--- src/rtl/pc_logic.sv ---
// Program counter with PC+4 / PC+8 adders and PC-source select.
// PCS is purely combinational from Rd/Branch/RegW; the PC register is the only state.
module pc_logic #(
    parameter logic [31:0] RESET_PC = 32'h0000_0000
) (
    input  logic        clk,
    input  logic        reset,
    input  logic [3:0]  Rd,
    input  logic        Branch,
    input  logic        RegW,
    input  logic        PCEn,
    input  logic [31:0] Result,
    output logic        PCS,
    output logic [31:0] PC,
    output logic [31:0] PCPlus4,
    output logic [31:0] PCPlus8
);

    logic [31:0] pc_q;
    logic [31:0] pc_d;

    // A write to R15 redirects the PC just like a taken branch.
    assign PCS     = Branch | (RegW & (Rd == 4'd15));
    assign PCPlus4 = pc_q + 32'd4;
    assign PCPlus8 = pc_q + 32'd8;
    assign PC      = pc_q;

    always_comb begin
        pc_d = pc_q;
        if (PCEn) begin
            pc_d = PCS ? Result : PCPlus4;
        end
    end

    always_ff @(posedge clk) begin
        if (reset) begin
            pc_q <= RESET_PC;
        end else begin
            pc_q <= pc_d;
        end
    end

endmodule

--- config.mk ---
export PLATFORM = sky130hd
export DESIGN_NAME = pc_logic
export DESIGN_NICKNAME = d
export VERILOG_FILES = /design/src/rtl/pc_logic.sv
export SDC_FILE = /design/constraint.sdc
export NUM_CORES = 1
export LEC_CHECK = 0
export BUFFER_PORTS_ARGS = -buffer_cell sky130_fd_sc_hd__buf_2
export CORE_MARGIN = 8
export CORE_UTILIZATION = 40
export DETAILED_ROUTE_END_ITERATION = 8
export GPL_TIMING_DRIVEN = 0
export PLACE_DENSITY = 0.74
export SETUP_SLACK_MARGIN = 0.1
export SLEW_MARGIN = 10
export SYNTH_ARGS = -nofsm -noshare
export SYNTH_HDL_FRONTEND = slang
export SYNTH_SLANG_ARGS = --single-unit
export TNS_END_PERCENT = 5
--- constraint.sdc ---
create_clock -name clk -period 3.75 [get_ports clk]
set_clock_uncertainty 0.05 [all_clocks]
set_input_delay 0.5625 -clock clk [delete_from_list [all_inputs] [get_ports clk]]
set_output_delay 0.5625 -clock clk [all_outputs]
set_load 0.01 [all_outputs]
==> summary.txt, run 1 <==
Critical path
  • Data required, critical path: 3.14 ns
  • Critical path class: reg -> out
  • Crit-path max FO: 10
  • Worst-path cell chain: ha_1 > nand3_1 > clkbuf_1 > nor4_1 > xor2_1 > buf_2
  • Critical path's top delay family: simple AND/OR/NAND/NOR gates
  • Critical Path End Type: output pin
  • Arr. time, crit path: 2.46 ns
  • CP Buf/Inv Count: 2
  • Crit-path max cell delay: 0.50 ns
  • Critical Path Start Type: flop
  • Slowest cell on crit path: nor4_1

Route
  • Routed Antenna Nets: 0
  • Vias: 3669
  • DRT Pass-1 Iters: 5
  • Final WL: 11600 um
  • Initial DRC count: 279
  • Detailed-route DRC error count: 0
  • Drt wl/cell: 17.9 um
  • Number of vias per cell: 5.66

Logic synthesis
  • Synthesized cell area: 3040 sq um
  • Number of synthesized flops with an enable pin: 0
  • Syn Nets: 449
  • Main flop type after synthesis: dfxtp_1
  • Synthesis Warnings: 0
  • Post-Synthesis Cells: 405
  • Post-synthesis sequential area ratio: 21.1%
  • Seq cells post-synth: 32
  • Post-synthesis cell type count: 50
  • Async SR Flop Fraction: 0%
  • Syn_area_per_cell: 7.49 sq um

Place
  • Post-DP HPWL: 8960 um
  • Final GP Congestion: 0.923
  • # port buffers: 136
  • Dpl ws: 1.05 ns

Clocking
  • # clock sinks: 32
  • CTS max path bufs: 2
  • Clk Latency, worst-skew pair: 0.30 ns
  • CTS Buf Count: 5
  • CTS Root Cell: clkbuf_8
  • CTS tree: yes
  • H-tree Lvls: 2
  • # Post-CTS Setup Buffers: 0
  • Cts repair resizes: 0
  • Worst-path clk slew: 0.07 ns
  • Cts hold-fix bufs: 0

Timing
  • Final Cycle Share: 81.9%
  • Fmax: 0.326 GHz
  • Worst Tran Pin Value: 0.637 ns
  • Slew Viols, Final: 0
  • Final WS setup: 0.680 ns
  • Final hold violations: 0
  • Setup_tns: 0 ns
  • Final Critical Period: 3.07 ns
  • Final setup fails: 0
  • WHS: 0.452 ns
  • RSZ-0062 raised after global routing: no
  • Slew HR: 57.6%

Global routing
  • GRT Util Overall: 21.4%
  • Global-route wire length before repair: 17700 um
  • Number of global-route vias before repair: 3449
  • Grt ovf: 0
  • Largest net degree at the start of global routing: 11
  • Initial antenna violation count: 0

Cells and area
  • Largest register FFs: 32
  • Fill cell count: 763
  • Area grow syn2layout: 29.6%
  • Final net count: 592
  • Ant. Diodes: 0
  • Layout cells sized above 1: 35.5%

Die
  • Die Y: 103 um
  • Die ar.: 10600 sq um
  • Starting Density: 41.6%
  • Die W: 103 um
  • Ports: 138
  • Core ar.: 7290 sq um
  • Row count: 31

Status
  • Run status: complete, no violations

Power
  • Clock power share: 30.2%
  • Switching part of the total: 35.3%
  • Seq pwr share: 38.6%
  • Lkg Pwr: 0.00194 uW
  • PwrDens: 248 nW/um^2
  • Comb power frac: 31.1%
  • Psw: 344 uW
  • Cell Int Power: 631 uW
  • Peak VDD IR: 158 uV

Min path
  • Worst Hold Class: reg -> reg

Flow run
  • Maxcap violations: 0
==> layout make-up <==
| class | instances | area, sq um | share of cell area [%] |
|---|---|---|---|
| multi-input combinational | 315 | 2080 | 53.0 |
| timing repair buffer | 136 | 681 | 17.3 |
| sequential | 32 | 641 | 16.3 |
| buffer | 47 | 270 | 6.87 |
| tap | 99 | 124 | 3.15 |
| clock buffer | 6 | 82.6 | 2.10 |
| inverter | 11 | 41.3 | 1.05 |
| clock inverter | 2 | 10.0 | 0.255 |
==> cells by family (layout without fill, tap and decap cells) <==
family / Yosys count / after routing / share of synthesized area [%]
AO/OA/AOI/OAI: 83 / 83 / 18.5
multiplexers: 5 / 5 / 1.85
adder cells (fa/ha/maj): 3 / 3 / 1.24
buffers and inverters: 58 / 202 / 10.3
XOR/XNOR: 55 / 55 / 15.9
AND/OR/NAND/NOR: 169 / 169 / 31.1
flip-flops: 32 / 32 / 21.1
==> synthesized netlist by cell type (4+ instances only) <==
master / instances / area [sq um]
and4_1: 6 / 52.6
inv_1: 9 / 33.8
o32ai_1: 7 / 61.3
nand2_1: 48 / 180
clkbuf_1: 17 / 63.8
a22o_1: 4 / 35.0
buf_2: 12 / 60.1
mux2_2: 5 / 56.3
and3_1: 10 / 62.6
a31oi_1: 5 / 31.3
or3_1: 5 / 31.3
nor3_1: 9 / 45.0
a21oi_1: 25 / 125
nand3_1: 11 / 55.1
o31a_1: 6 / 52.6
xor2_1: 24 / 210
nor2_1: 39 / 146
nand4_1: 18 / 113
xnor2_1: 31 / 272
dfxtp_1: 32 / 641
a32o_1: 5 / 50.1
o21ai_0: 16 / 80.1
buf_4: 15 / 113
==> worst register-to-register path: stages (launching register included) <==
cell	delay (ns)
dfxtp_1	0.48
ha_1	0.29
nand3_1	0.19
clkbuf_1	0.31
nor4_1	0.51
o21ai_0	0.20
a32o_1	0.29
==> power groups by stage <==
stage | sequential, uW | combinational [uW] | clock, uW
floorplan | 391 | 171 | 0
CTS | 376 | 303 | 296
finish | 376 | 304 | 295
detailed placement | 384 | 301 | 0
global route | 379 | 329 | 313
global placement | 383 | 299 | 0
==> metrics by stage <==
stage | std cells | area, sq um | util, % | power, uW
3_3_place_gp | 640 | 3840 | 52.7 | 682
3_5_place_dp | 640 | 3840 | 52.7 | 685
6_report | 648 | 3930 | 53.9 | 975
5_1_grt | 648 | 3930 | 53.9 | 1020
2_1_floorplan | 405 | 3040 | - | 562
4_1_cts | 648 | 3930 | 53.9 | 975
==> final timing paths <==
check / cells after the start / slack (ns) / startpoint / to
setup / recovery: 6 / 0.68 / PC[3] / PCPlus4[18]
hold / removal: 2 / 0.45 / PC[0] / PC[0]
setup reg to reg: 6 / 1.33 / PC[3] / PC[16]
hold reg to reg: 2 / 0.45 / PC[0] / PC[0]
==> per-layer routing <==
| metal | up-vias | track usage (%) | routed length, um |
|---|---|---|---|
| met5 | - | 0 | 0 |
| met4 | 0 | 6.67 | 208 |
| met3 | 23 | 6.01 | 1310 |
| met2 | 217 | 35.3 | 5340 |
| met1 | 1714 | 26.2 | 4770 |
| li1 | 1715 | - | - |
==> layout by cell type, fill, tap and decap left out, types with 7 or more instances in the layout <==
cell      Yosys  layout
nor2_1       39      39
a21oi_1      25      25
clkbuf_1     17      17
dfxtp_1      32      32
inv_1         9       9
xnor2_1      31      31
nor3_1        9       9
xor2_1       24      24
o32ai_1       7       7
nand4_1      18      18
and3_1       10      10
buf_4        15      15
buf_2        12     148
nand2_1      48      48
o21ai_0      16      16
nand3_1      11      11
No activity file was read; power rests on OpenSTA's default activity.
==> run 2: changes to the inputs <==
--- a/config.mk
+++ b/config.mk
@@ -10,7 +10,7 @@
 export CORE_UTILIZATION = 40
 export DETAILED_ROUTE_END_ITERATION = 8
 export GPL_TIMING_DRIVEN = 0
-export PLACE_DENSITY = 0.74
+export PLACE_DENSITY = 0.77
 export SETUP_SLACK_MARGIN = 0.1
 export SLEW_MARGIN = 10
 export SYNTH_ARGS = -nofsm -noshare
==> constraint.sdc (replaced) <==
create_clock -name clk -period 2.8 [get_ports clk]
set_clock_uncertainty 0.05 [all_clocks]
set_input_delay 0.42 -clock clk [delete_from_list [all_inputs] [get_ports clk]]
set_output_delay 0.42 -clock clk [all_outputs]
set_load 0.01 [all_outputs]
==> run 2 against run 1 <==
  * Sequential power grew 34%
  * Largest cell class unchanged
  * Via count grew 0.33%
  * Highest routed layer unchanged
  * Critical path depth grew 2
  * Non-clock buffer count grew 8
  * Global-route usage grew 0.65 points
  * Flip-flop and latch count is the same
  * Register-to-register slack lost 0.55 ns
  * Critical endpoint is now PCPlus8[28]
  * Utilization grew 2.1 points
  * Worst hold slack lost 0.12 ns
  * Die area is the same
  * Clock-buffer cell count grew 2
==> summary.txt, run 2 (synthesis gave the netlist of run 1 again) <==
Route
  • Routed Antenna Nets: 0
  • Detailed-route DRC error count: 0
  • DRT Pass-1 Iters: 4
  • Number of vias per cell: 5.61
  • Initial DRC count: 228
  • Final WL: 11800 um
  • Vias: 3681
  • Drt wl/cell: 18.0 um

Clocking
  • CTS tree: yes
  • CTS Buf Count: 5
  • CTS Root Cell: clkbuf_8
  • CTS max path bufs: 2
  • Clk Latency, worst-skew pair: 0.29 ns
  • # clock sinks: 32
  • Worst-path clk slew: 0.07 ns
  • H-tree Lvls: 2

Timing
  • Final Cycle Share: 94.0%
  • Setup_tns: 0 ns
  • Slew HR: 57.2%
  • Final hold violations: 0
  • Worst Tran Pin Value: 0.642 ns
  • Final setup fails: 0
  • Final Critical Period: 2.63 ns
  • Fmax: 0.380 GHz
  • RSZ-0062 raised after global routing: yes
  • Slew Viols, Final: 0

Critical path
  • Cell mode on critical path: buf_4
  • Slowest cell on crit path: dfxtp_1
  • Data required, critical path: 2.33 ns
  • R2r worst-path depth: 6
  • FF-to-FF Start: PC[3]
  • Critical Path Start Type: flop
  • Worst R2R Setup Slack: 0.78 ns
  • Worst-path cell chain: buf_4 > nand4_4 > buf_4 > nor3_4 > nand2_2 > nor4_2 > xor2_1 > buf_2
  • Crit-path max cell delay: 0.33 ns
  • Arr. time, crit path: 2.16 ns
  • Critical Path End Type: output pin
  • Critical path class: reg -> out
  • Crit-path max FO: 10
  • R2R Path End: PC[12]

Cells and area
  • Fin cells: 656
  • Final net count: 600
  • Fill cell count: 720
  • Ant. Diodes: 0
  • Multi-input logic area: 2170 sq um
  • Most common cell after layout, fill and taps aside: buf_2
  • Area grow syn2layout: 34.7%
  • Layout cells sized above 1: 39.1%
  • Reg area: 643 sq um
  • Commonest non-fill, non-tap cells in the layout: buf_2 (144), nand2_1 (46), nor2_1 (37)
  • Largest register FFs: 32

Die
  • Row count: 31
  • Die ar.: 10600 sq um
  • Starting Density: 41.6%
  • Core ar.: 7290 sq um
  • Die W: 103 um
  • Die Y: 103 um
  • Ports: 138

Global routing
  • Global-route wire length before repair: 18500 um
  • Largest net degree at the start of global routing: 11
  • Grt ovf: 0
  • Number of global-route vias before repair: 3678
  • GRT Util Overall: 22.1%
  • Initial antenna violation count: 0

Place
  • DP Cell Count: 640
  • # port buffers: 136
  • Post-DP HPWL: 9210 um
  • Final GP Congestion: 0.935

Flow run
  • Maxcap violations: 0

Min path
  • Hold path depth: 3
  • Hold Path End: PC[0]
  • Worst Hold Class: in -> reg
  • Hold Startpoint: Result[0]

Power
  • Peak VDD IR: 195 uV
  • PwrDens: 317 nW/um^2
  • Lkg Pwr: 0.00203 uW

Status
  • Run status: complete, no violations
-- run 2: cell count changes in the layout (fill, tap and decap cells not counted), sizes merged --
cell,change
clkinv,-2
buf,+9
clkbuf,+1
-- run 2: repair_timing --
action,in CTS,in global routing
setup endpoints to repair,10,18
pin swaps,3,5
hold buffers,0,0
setup buffers,0,8
gates resized for setup,14,13
-- run 2: through the flow --
step           instance area, sq um  util [%]  worst slack [ns]  power, uW  hold WS [ns]
2_1_floorplan                  3040         -             0.570        753         0.455
3_3_place_gp                   3840      52.7             0.272        911         0.430
3_5_place_dp                   3840      52.7             0.202        918         0.434
4_1_cts                        3990      54.7           -0.0657       1300         0.339
5_1_grt                        4090      56.1            0.0487       1360         0.359
6_report                       4090      56.1             0.169       1300         0.334
-- run 2: worst max path at each step --
stage                      from     endpoint  slack, ns  depth (start not counted)
final                     PC[7]  PCPlus8[28]       0.17                          8
after global routing      PC[6]  PCPlus8[31]       0.05                          7
after CTS                 PC[4]  PCPlus4[27]      -0.07                          7
after detailed placement  PC[3]  PCPlus4[18]       0.20                          6
after global placement    PC[3]  PCPlus4[18]       0.27                          6
after floorplan           PC[9]  PCPlus8[28]       0.57                          7
-- run 2: per-layer routing --
metal | routed length (um) | part of all wire, % | track usage (%) | up-vias
li1 | - | - | - | 1728
met1 | 4670 | 39 | 26.4 | 1708
met2 | 5420 | 46 | 36.4 | 221
met3 | 1500 | 13 | 6.75 | 24
met4 | 238 | 2.0 | 7.68 | 0
met5 | 0 | 0 | 0 | -
-- run 2: critical path, delay by kind of cell, from the launching register on --
family / cells / cell delay, ns
buffers and inverters: 3 / 0.54
XOR/XNOR: 1 / 0.20
flip-flops: 1 / 0.33
AND/OR/NAND/NOR: 4 / 0.79
-- run 2: report_power, final --
group	total (uW)	leakage (uW)	internal, uW	switching (uW)
clock network	383	0.0000455	201	182
registers	505	0.000263	481	24.3
logic	410	0.00172	170	240
-- run 2: layout make-up --
cell class / instances / share of cell area [%]
plain buffers: 47 / 6.95
clock buffers: 8 / 2.20
well taps: 99 / 3.03
multi-input cells: 315 / 53.0
inverters: 11 / 1.01
repair buffers: 144 / 18.1
flip-flops and latches: 32 / 15.7
==> run 3: changes to the inputs <==
--- a/config.mk
+++ b/config.mk
@@ -5,12 +5,13 @@
 export SDC_FILE = /design/constraint.sdc
 export NUM_CORES = 1
 export LEC_CHECK = 0
+export ABC_AREA = 1
 export BUFFER_PORTS_ARGS = -buffer_cell sky130_fd_sc_hd__buf_2
 export CORE_MARGIN = 8
 export CORE_UTILIZATION = 40
 export DETAILED_ROUTE_END_ITERATION = 8
 export GPL_TIMING_DRIVEN = 0
-export PLACE_DENSITY = 0.77
+export PLACE_DENSITY = 0.78
 export SETUP_SLACK_MARGIN = 0.1
 export SLEW_MARGIN = 10
 export SYNTH_ARGS = -nofsm -noshare
==> run 3 against run 2 <==
  * Total power decreased by 5.7%
  * Sequential power increased by 3%
  * Global-route usage down 0.86 points
  * Critical endpoint is now PCPlus4[19]
  * Non-clock buffer count down 36
==> summary.txt, run 3 <==
Status
  • Run status: complete, no violations

Logic synthesis
  • Cell taking the most area after synthesis: dfxtp_1
  • Syn Nets: 509
  • Synthesis Warnings: 0
  • Count leader, synth: nand2_1
  • Top cells by count, synth: nand2_1 (130), inv_1 (60), nand3_1 (52), nor2_1 (43), dfxtp_1 (32)
  • Synthesized cell area: 2840 sq um
  • Post-synthesis sequential area ratio: 22.6%
  • Syn_area_per_cell: 6.10 sq um
  • Main flop type after synthesis: dfxtp_1
  • Synth area leaders: dfxtp_1 (23%), nand2_1 (17%), xor2_1 (9.6%), nand3_1 (9.2%), inv_1 (7.9%)
  • Post-Synthesis Cells: 465
  • Seq cells post-synth: 32
  • Number of synthesized flops with an enable pin: 0
  • Yosys top cell area share: 22.6%
  • Async SR Flop Fraction: 0%
  • Post-synthesis cell type count: 26

Critical path
  • Data required, critical path: 2.33 ns
  • Arr. time, crit path: 2.14 ns
  • Crit-path max cell delay: 0.49 ns
  • Critical Path Start Type: flop
  • Crit-path max FO: 8
  • Worst-path cell chain: ha_1 > nand4_1 > nor2_4 > nand3_1 > and2_1 > buf_2
  • Critical Path End Type: output pin
  • Slowest cell on crit path: dfxtp_1
  • Critical path class: reg -> out

Clocking
  • CTS Buf Count: 5
  • CTS Root Cell: clkbuf_8
  • # clock sinks: 32
  • Cts hold-fix bufs: 0
  • H-tree Lvls: 2
  • Worst-path clk slew: 0.07 ns
  • # Post-CTS Setup Buffers: 0
  • Cts repair resizes: 0
  • CTS max path bufs: 2
  • Clk Latency, worst-skew pair: 0.29 ns
  • CTS tree: yes

Cells and area
  • Most common cell after layout, fill and taps aside: buf_2
  • Layout cells sized above 1: 29.8%
  • Largest register FFs: 32
  • Fill cell count: 762
  • Commonest non-fill, non-tap cells in the layout: buf_2 (141), nand2_1 (130), inv_1 (60)
  • Final net count: 651
  • Area grow syn2layout: 31.5%
  • Ant. Diodes: 0
  • Final core utilization: 54.6%

Power
  • Peak VDD IR: 219 uV
  • Lkg Pwr: 0.00191 uW
  • PwrDens: 328 nW/um^2

Route
  • Detailed-route DRC error count: 0
  • Vias: 3437
  • Drt wl/cell: 15.2 um
  • Initial DRC count: 161
  • Number of vias per cell: 4.88
  • Routed Antenna Nets: 0
  • Final WL: 10700 um
  • DRT Pass-1 Iters: 4

Place
  • # port buffers: 135
  • Post-DP HPWL: 8800 um
  • Final GP Congestion: 0.922
  • Dpl ws: 0.531 ns

Global routing
  • Initial antenna violation count: 0
  • GRT Util Overall: 21.2%
  • Global-route wire length before repair: 17000 um
  • Largest net degree at the start of global routing: 11
  • Number of global-route vias before repair: 3464
  • Grt ovf: 0

Timing
  • Final Cycle Share: 93.2%
  • Final Critical Period: 2.61 ns
  • RSZ-0062 raised after global routing: yes
  • Fmax: 0.383 GHz
  • Final hold violations: 0
  • Slew Viols, Final: 0
  • Final WS setup: 0.190 ns
  • Worst Tran Pin Value: 0.612 ns
  • Slew HR: 59.2%
  • Final setup fails: 0
  • Setup_tns: 0 ns

Die
  • Starting Density: 41.5%
  • Ports: 138
  • Row count: 30
  • Die ar.: 10000 sq um
  • Die Y: 100 um
  • Core ar.: 6830 sq um
  • Die W: 100 um

Min path
  • Worst Hold Class: in -> reg

Flow run
  • Maxcap violations: 0
-- run 3: per-stage QoR --
step / hold WS [ns] / power [uW] / std cells / cell area, sq um
2_1_floorplan: 0.476 / 697 / 465 / 2840
5_1_grt: 0.333 / 1290 / 704 / 3730
6_report: 0.324 / 1220 / 704 / 3730
3_3_place_gp: 0.453 / 842 / 696 / 3630
4_1_cts: 0.323 / 1230 / 704 / 3720
3_5_place_dp: 0.458 / 848 / 696 / 3630
-- run 3: path summary, 6_finish.rpt --
check	from	endpoint	slack (ns)	cells past startpoint
setup / recovery	PC[4]	PCPlus4[19]	0.19	6
hold / removal	Result[1]	PC[1]	0.32	3
setup reg to reg	PC[4]	PC[19]	0.89	7
hold reg to reg	PC[0]	PC[0]	0.46	2
-- run 3: logic make-up (layout without fill, tap and decap cells) --
| logic type | Yosys count | in the layout | share of synthesized area (%) |
|---|---|---|---|
| xor+xnor | 42 | 42 | 14.3 |
| compound gates | 47 | 47 | 8.60 |
| simple gates | 260 | 260 | 41.4 |
| fa+ha+maj | 3 | 3 | 1.32 |
| buf+inv | 81 | 224 | 11.8 |
| flops | 32 | 32 | 22.6 |
-- run 3: metal layers --
layer | part of all wire [%] | global-route usage, % | up-vias
met4 | 2.0 | 6.40 | 0
met1 | 43 | 25.5 | 1562
met2 | 47 | 35.6 | 136
met5 | 0 | 0 | -
li1 | - | - | 1721
met3 | 8.1 | 6.02 | 18
-- run 3: critical path: cells and delay by family (launching register included) --
family	cells	cell delay, ns
buffers and inverters	1	0.13
AND/OR/NAND/NOR	4	0.93
adder cells (fa/ha/maj)	1	0.29
flip-flops	1	0.49
-- run 3: layout make-up --
type,instances,area (sq um),share of cell area (%)
plain buffers,20,105,2.82
inverters,61,229,6.14
repair buffers,135,676,18.1
well taps,96,120,3.22
flip-flops and latches,32,641,17.2
clock inverters,2,10.0,0.268
multi-input cells,352,1870,50.1
clock buffers,6,82.6,2.21
-- run 3: power breakdown --
part / internal [uW] / switching, uW / total (uW) / leakage (uW)
registers: 480 / 42.7 / 522 / 0.000262
logic: 130 / 183 / 313 / 0.00160
clock network: 196 / 192 / 388 / 0.0000510
total: 806 / 418 / 1220 / 0.00191
